File: config.mk
export PLATFORM = sky130hd
export DESIGN_NAME = mult_div_unit
export DESIGN_NICKNAME = d
export VERILOG_FILES = /design/src/rtl/mult_div_unit.sv
export SDC_FILE = /design/constraint.sdc
export NUM_CORES = 1
export LEC_CHECK = 0
export ABC_AREA = 1
export ABC_CLOCK_PERIOD_IN_PS = 2660
export CAP_MARGIN = 20
export CORE_AREA = 4 4 178 266
export CTS_BUF_LIST = sky130_fd_sc_hd__clkbuf_2
export DETAILED_ROUTE_END_ITERATION = 7
export DIE_AREA = 0 0 182 270
export GPL_TIMING_DRIVEN = 0
export PLACE_DENSITY_LB_ADDON = 0.05
export SLEW_MARGIN = 25
export SYNTH_ARGS = -nofsm -noshare
export SYNTH_HDL_FRONTEND = slang
export SYNTH_SLANG_ARGS = --single-unit
export TNS_END_PERCENT = 1
File: constraint.sdc
create_clock -name clock -period 2.66 [get_ports clock]
set_input_delay 0.266 -clock clock [delete_from_list [all_inputs] [get_ports clock]]
set_output_delay 0.266 -clock clock [all_outputs]
set_load 0.01 [all_outputs]
File: src/rtl/mult_div_unit.sv
// mult_div_unit: iterative signed 32x32 Booth multiply / restoring divide; DIVZERO_EXC_EN makes divide-by-zero finish at once with div_zero.
module mult_div_unit (
    input  logic        clock,
    input  logic        reset,
    input  logic        mult_start,
    input  logic        div_start,
    input  logic [31:0] a,
    input  logic [31:0] b,
    output logic [31:0] hi,
    output logic [31:0] lo,
    output logic        busy,
    output logic        done,
    output logic        div_zero
);
    typedef enum logic [2:0] {IDLE, MULT, DIV, FIX, DONE} state_t;
    state_t state, state_n;
    logic [4:0]  cnt;
    logic [32:0] acc;
    logic [31:0] q, m, mag_a, mag_b;
    logic        q1, neg_q, neg_r, is_div, dz_exc, div_ge;
    logic [32:0] booth_sum, div_shift;
    assign busy  = state != IDLE;
    assign mag_a = a[31] ? -a : a;
    assign mag_b = b[31] ? -b : b;
`ifdef DIVZERO_EXC_EN
    assign dz_exc = b == 32'd0;
`else
    assign dz_exc = 1'b0;
`endif
    // acc/q double as Booth {partial, multiplier} and divide {remainder, quotient}
    assign booth_sum = (q[0] && !q1) ? acc - {m[31], m} : (!q[0] && q1) ? acc + {m[31], m} : acc;
    assign div_shift = {acc[31:0], q[31]};
    assign div_ge    = div_shift >= {1'b0, m};
    always_ff @(posedge clock) begin
        if (reset) state <= IDLE;
        else       state <= state_n;
    end
    always_comb begin
        state_n = state;
        case (state)
            IDLE:     state_n = div_start ? (dz_exc ? DONE : DIV) : mult_start ? MULT : IDLE;
            MULT,
            DIV:      state_n = cnt == 5'd31 ? FIX : state;
            FIX:      state_n = DONE;
            default:  state_n = IDLE;
        endcase
    end
    always_ff @(posedge clock) begin
        if (reset) begin
            cnt      <= '0;
            acc      <= '0;
            q        <= '0;
            m        <= '0;
            q1       <= 1'b0;
            neg_q    <= 1'b0;
            neg_r    <= 1'b0;
            is_div   <= 1'b0;
            hi       <= '0;
            lo       <= '0;
            done     <= 1'b0;
            div_zero <= 1'b0;
        end else begin
            done     <= 1'b0;
            div_zero <= 1'b0;
            cnt      <= (state == MULT || state == DIV) ? cnt + 5'd1 : 5'd0;
            case (state)
                IDLE: begin
                    if (div_start) begin
                        acc      <= '0;
                        q        <= mag_a;
                        m        <= mag_b;
                        neg_q    <= a[31] ^ b[31];
                        neg_r    <= a[31];
                        is_div   <= 1'b1;
                        done     <= dz_exc;
                        div_zero <= dz_exc;
                    end else if (mult_start) begin
                        acc    <= '0;
                        q      <= b;
                        m      <= a;
                        q1     <= 1'b0;
                        is_div <= 1'b0;
                    end
                end
                MULT: {acc, q, q1} <= {booth_sum[32], booth_sum, q};
                DIV: begin
                    acc <= div_ge ? div_shift - {1'b0, m} : div_shift;
                    q   <= {q[30:0], div_ge};
                end
                FIX: begin
                    lo   <= (is_div && neg_q) ? -q : q;
                    hi   <= (is_div && neg_r) ? -acc[31:0] : acc[31:0];
                    done <= 1'b1;
                end
                default: ;
            endcase
        end
    end
endmodule

==> results.py <==
metrics = {
    "outcome": {
        "status": "finished, violations left",
        "violations": "negative setup slack",
    },
    "pwr": {
        "vdd_ir_drop_max_mv": 0.710,
        "power.leakage_nw": 9.61,
        "p_total_mw": 28.1,
        "internal-power_mw": 10.8,
        "power-per-cell-area_nw_per_um2": 1340,
        "p_sw_share_pct": 61.8,
        "power_switching_mw": 17.4,
        "clkPwrFrac_pct": 5.2,
        "combPwrFrac_pct": 77.1,
        "seq_power_share_pct": 17.7,
    },
    "routing": {
        "wl_mm": 88.7,
        "dr.pass1.iters": 7,
        "final_antenna_net_count": 0,
        "drtIter0Drc": 2019,
        "drc_errors": 0,
        "vias": 22000,
        "wl_per_cell_um": 23.2,
        "routed_via_density": 5.75,
    },
    "sta": {
        "fmax_mhz": 366,
        "setup_viol": 6,
        "fin_crit_ps": 2740,
        "rsz0062_at_grt": "true",
        "relSlewSlack_pct": 40.8,
        "worst_pin_slew_ps": 889,
        "worst_hold_slack_ps": 102,
        "report.final.slew_viol_count": 0,
        "finalCritPeriodShare_pct": 103,
        "fin_skew_ps": 106,
        "hold_viol_final": 0,
        "setup_slack_ps": -75.5,
    },
    "synth": {
        "synth_area_um2": 17900,
        "ys_ff_latch": 174,
        "syn_nets": 3237,
        "yosysSeqAreaShare_pct": 19.5,
        "yosys_warnings": 0,
        "synth_cells": 3064,
        "yosysUniqueCellTypes": 54,
        "synth_edf_count": 0,
        "synth_flop_cell": "dfxtp_1",
        "synth_area_per_cell_um2": 5.83,
        "async_flop_share_pct": 0,
    },
    "setup_path": {
        "cp_top_family": "simple AND/OR/NAND/NOR gates",
        "worstPathMaxFanout": 6,
        "worstPathArrival_ps": 3530,
        "cp_cell_sequence": "inv_1 > ha_2 > inv_1 > nand2_1 > nor2_1 > inv_1 > nor2_1 > nand2_1 > nand3_2 > nand3_1 > nand3_1 > nand3_1 > nand3b_1 > nand3_1 > nand2_1 > inv_1",
        "crit_type": "flip-flop to flip-flop",
        "required_ps": 3450,
        "start_kind": "flip-flop",
        "cp-end-kind": "flip-flop",
        "ff2ff_setup_slack_ps": -80,
        "crit_buf_inv": 4,
        "slowest_delay_ps": 420,
        "cp_slowest_cell": "dfxtp_4",
    },
    "die": {
        "rows": 95,
        "core_area_um2": 44800,
        "die_h_um": 270,
        "initial_utilization_pct": 39.9,
        "die_area_um2": 49100,
        "dieWidth_um": 182,
        "boundaryPins": 135,
    },
    "place": {
        "hpwl_mm": 73.6,
        "gp_congestion": 1.02,
        "port_buffers": 129,
    },
    "cts": {
        "cts_buffers": 17,
        "clock_latency_ps": 940,
        "htreeDepth": 4,
        "ctsLongestPathBuffers": 2,
        "clock-sinks": 174,
        "root_buffer": "clkbuf_2",
        "clkTransAtPathRegs_ps": 260,
        "cts_tree": "built",
    },
    "flow_run": {
        "drv_cap": 0,
    },
    "grt": {
        "grt_max_degree": 19,
        "first_global_vias": 20800,
        "grt_overflow_total": 0,
        "grt_use_total_pct": 34.5,
        "grt_first_pass_wirelength_mm": 129,
        "antenna_found_initial": 1,
    },
    "hold_path": {
        "min_path_type": "primary input to flip-flop",
    },
    "layout": {
        "area_delta_synth_final_pct": 17.5,
        "drive_above_1_share_pct": 10.2,
        "final_nets": 3404,
    },
}
## what timing repair did
item / CTS / global route
endpoints found under the setup margin: 34 / 34
pin swaps: 6 / 6
endpoints found under the hold margin: 6 / 0
setup buffers: 8 / 11
hold buffers: 2 / 0
resized for setup: 118 / 129
## placed cells by master, fill, tap and decap left out, types with 10 or more instances in the layout
cell type	count
nand3b_1	12
buf_1	14
nor3_1	31
o21bai_1	10
buf_2	26
inv_1	367
dfxtp_1	111
ha_4	12
nand3_1	204
inv_2	13
clkdlybuf4s50_1	129
o21ai_1	34
nand4_1	38
nand3_2	11
a21oi_1	270
a221oi_1	36
o211ai_1	32
dfxtp_4	41
nor2_1	354
xor2_1	64
nand2_2	18
ha_2	20
xnor2_1	18
o221ai_1	14
nand2_1	672
clkbuf_2	27
o21ai_0	310
ha_1	70
dfxtp_2	22
nor2_2	19
clkbuf_1	65
a21oi_2	30
buf_4	24
## Yosys cell counts, drive strengths merged, types with 4 or more instances
cell type,number,share of area [%]
o31ai,9,0.38
nor2,378,8.2
o22ai,8,0.28
nor3,40,1.3
o21ai,352,9.9
a31oi,7,0.24
clkbuf,75,1.6
xnor2,19,0.93
o221ai,14,0.69
inv,385,8.1
a21oi,301,8.6
clkinv,4,0.084
o21bai,11,0.46
a221oi,36,1.8
nand3,217,6.2
nand4,38,1.3
nor4,7,0.28
buf,51,1.5
o211ai,32,1.3
or2,6,0.21
xor2,64,3.1
o21a,6,0.25
nand3b,12,0.50
dfxtp,174,19
nand2,695,15
ha,102,7.1
a21o,4,0.17
## state kept, by name, indices dropped and copies added, names as in the netlist
signal and cells:
q1 1, neg_q 1, acc 33, m 32, q 32, is_div 1
lo 32, neg_r 1, done 1, cnt 5, state 3, hi 32
## worst paths after layout
kind / start / depth (start not counted) / to
max: m[10] / 16 / acc[16]
min: a[0] / 3 / m[0]
max reg2reg: m[10] / 16 / acc[16]
min reg2reg: cnt[0] / 1 / cnt[0]
## stage by stage
step | area (um2) | TNS [ps] | setup WS (ps) | std cells | utilization (%)
floorplan | 17900 | 0 | 522 | 3064 | -
global placement | 19900 | -21530 | -865 | 3775 | 44.4
detailed placement | 19900 | -23650 | -878 | 3775 | 44.4
CTS | 20500 | -47.3 | -19.0 | 3815 | 45.7
global route | 21000 | -1490 | -133 | 3828 | 46.9
finish | 21000 | -303 | -75.5 | 3828 | 46.9
## tightest hold or removal path, delay by kind of cell
| kind | cells | cell delay, ps |
|---|---|---|
| AOI/OAI and AO/OA | 1 | 70 |
| and+or+nand+nor | 1 | 110 |
| buffers and inverters | 1 | 480 |
## power groups by stage
| stage | Clock, mW | Sequential, mW | Combinational, mW |
|---|---|---|---|
| final | 1.46 | 4.98 | 21.7 |
| after global routing | 1.60 | 5.04 | 23.6 |
| after CTS | 1.50 | 4.87 | 20.6 |
| after detailed placement | 0 | 4.85 | 20.0 |
| after global placement | 0 | 4.82 | 19.9 |
| after floorplan | 0 | 4.20 | 13.6 |
## cells by family (layout without fill, tap and decap cells)
group	count (synthesis)	count (layout)	synth area share, %
compound gates	789	789	24.5
xor+xnor	83	83	4.07
fa+ha+maj	105	105	7.47
buf+inv	515	695	11.3
flops	174	174	19.5
other cells	1	3	0.0210
simple gates	1397	1397	33.1
## cell type report
cell class,count,area (um2)
timing repair buffer,150,1450
tap,582,728
antenna,2,5.00
clock buffer,18,90.1
sequential,174,3660
multi-input combinational,2375,12900
buffer,124,562
fill,4885,23800
clock inverter,14,146
inverter,389,1480
## per-layer routing
metal  up-vias  GRT usage (%)  part of all wire, %
met5         -              0                    0
met4         0           28.4                  9.5
met3       254           3.97                  5.1
met2       954           60.2                   50
met1     10200           36.9                   36
li1      10500              -                    -
Power figures use the tool's default switching activity.
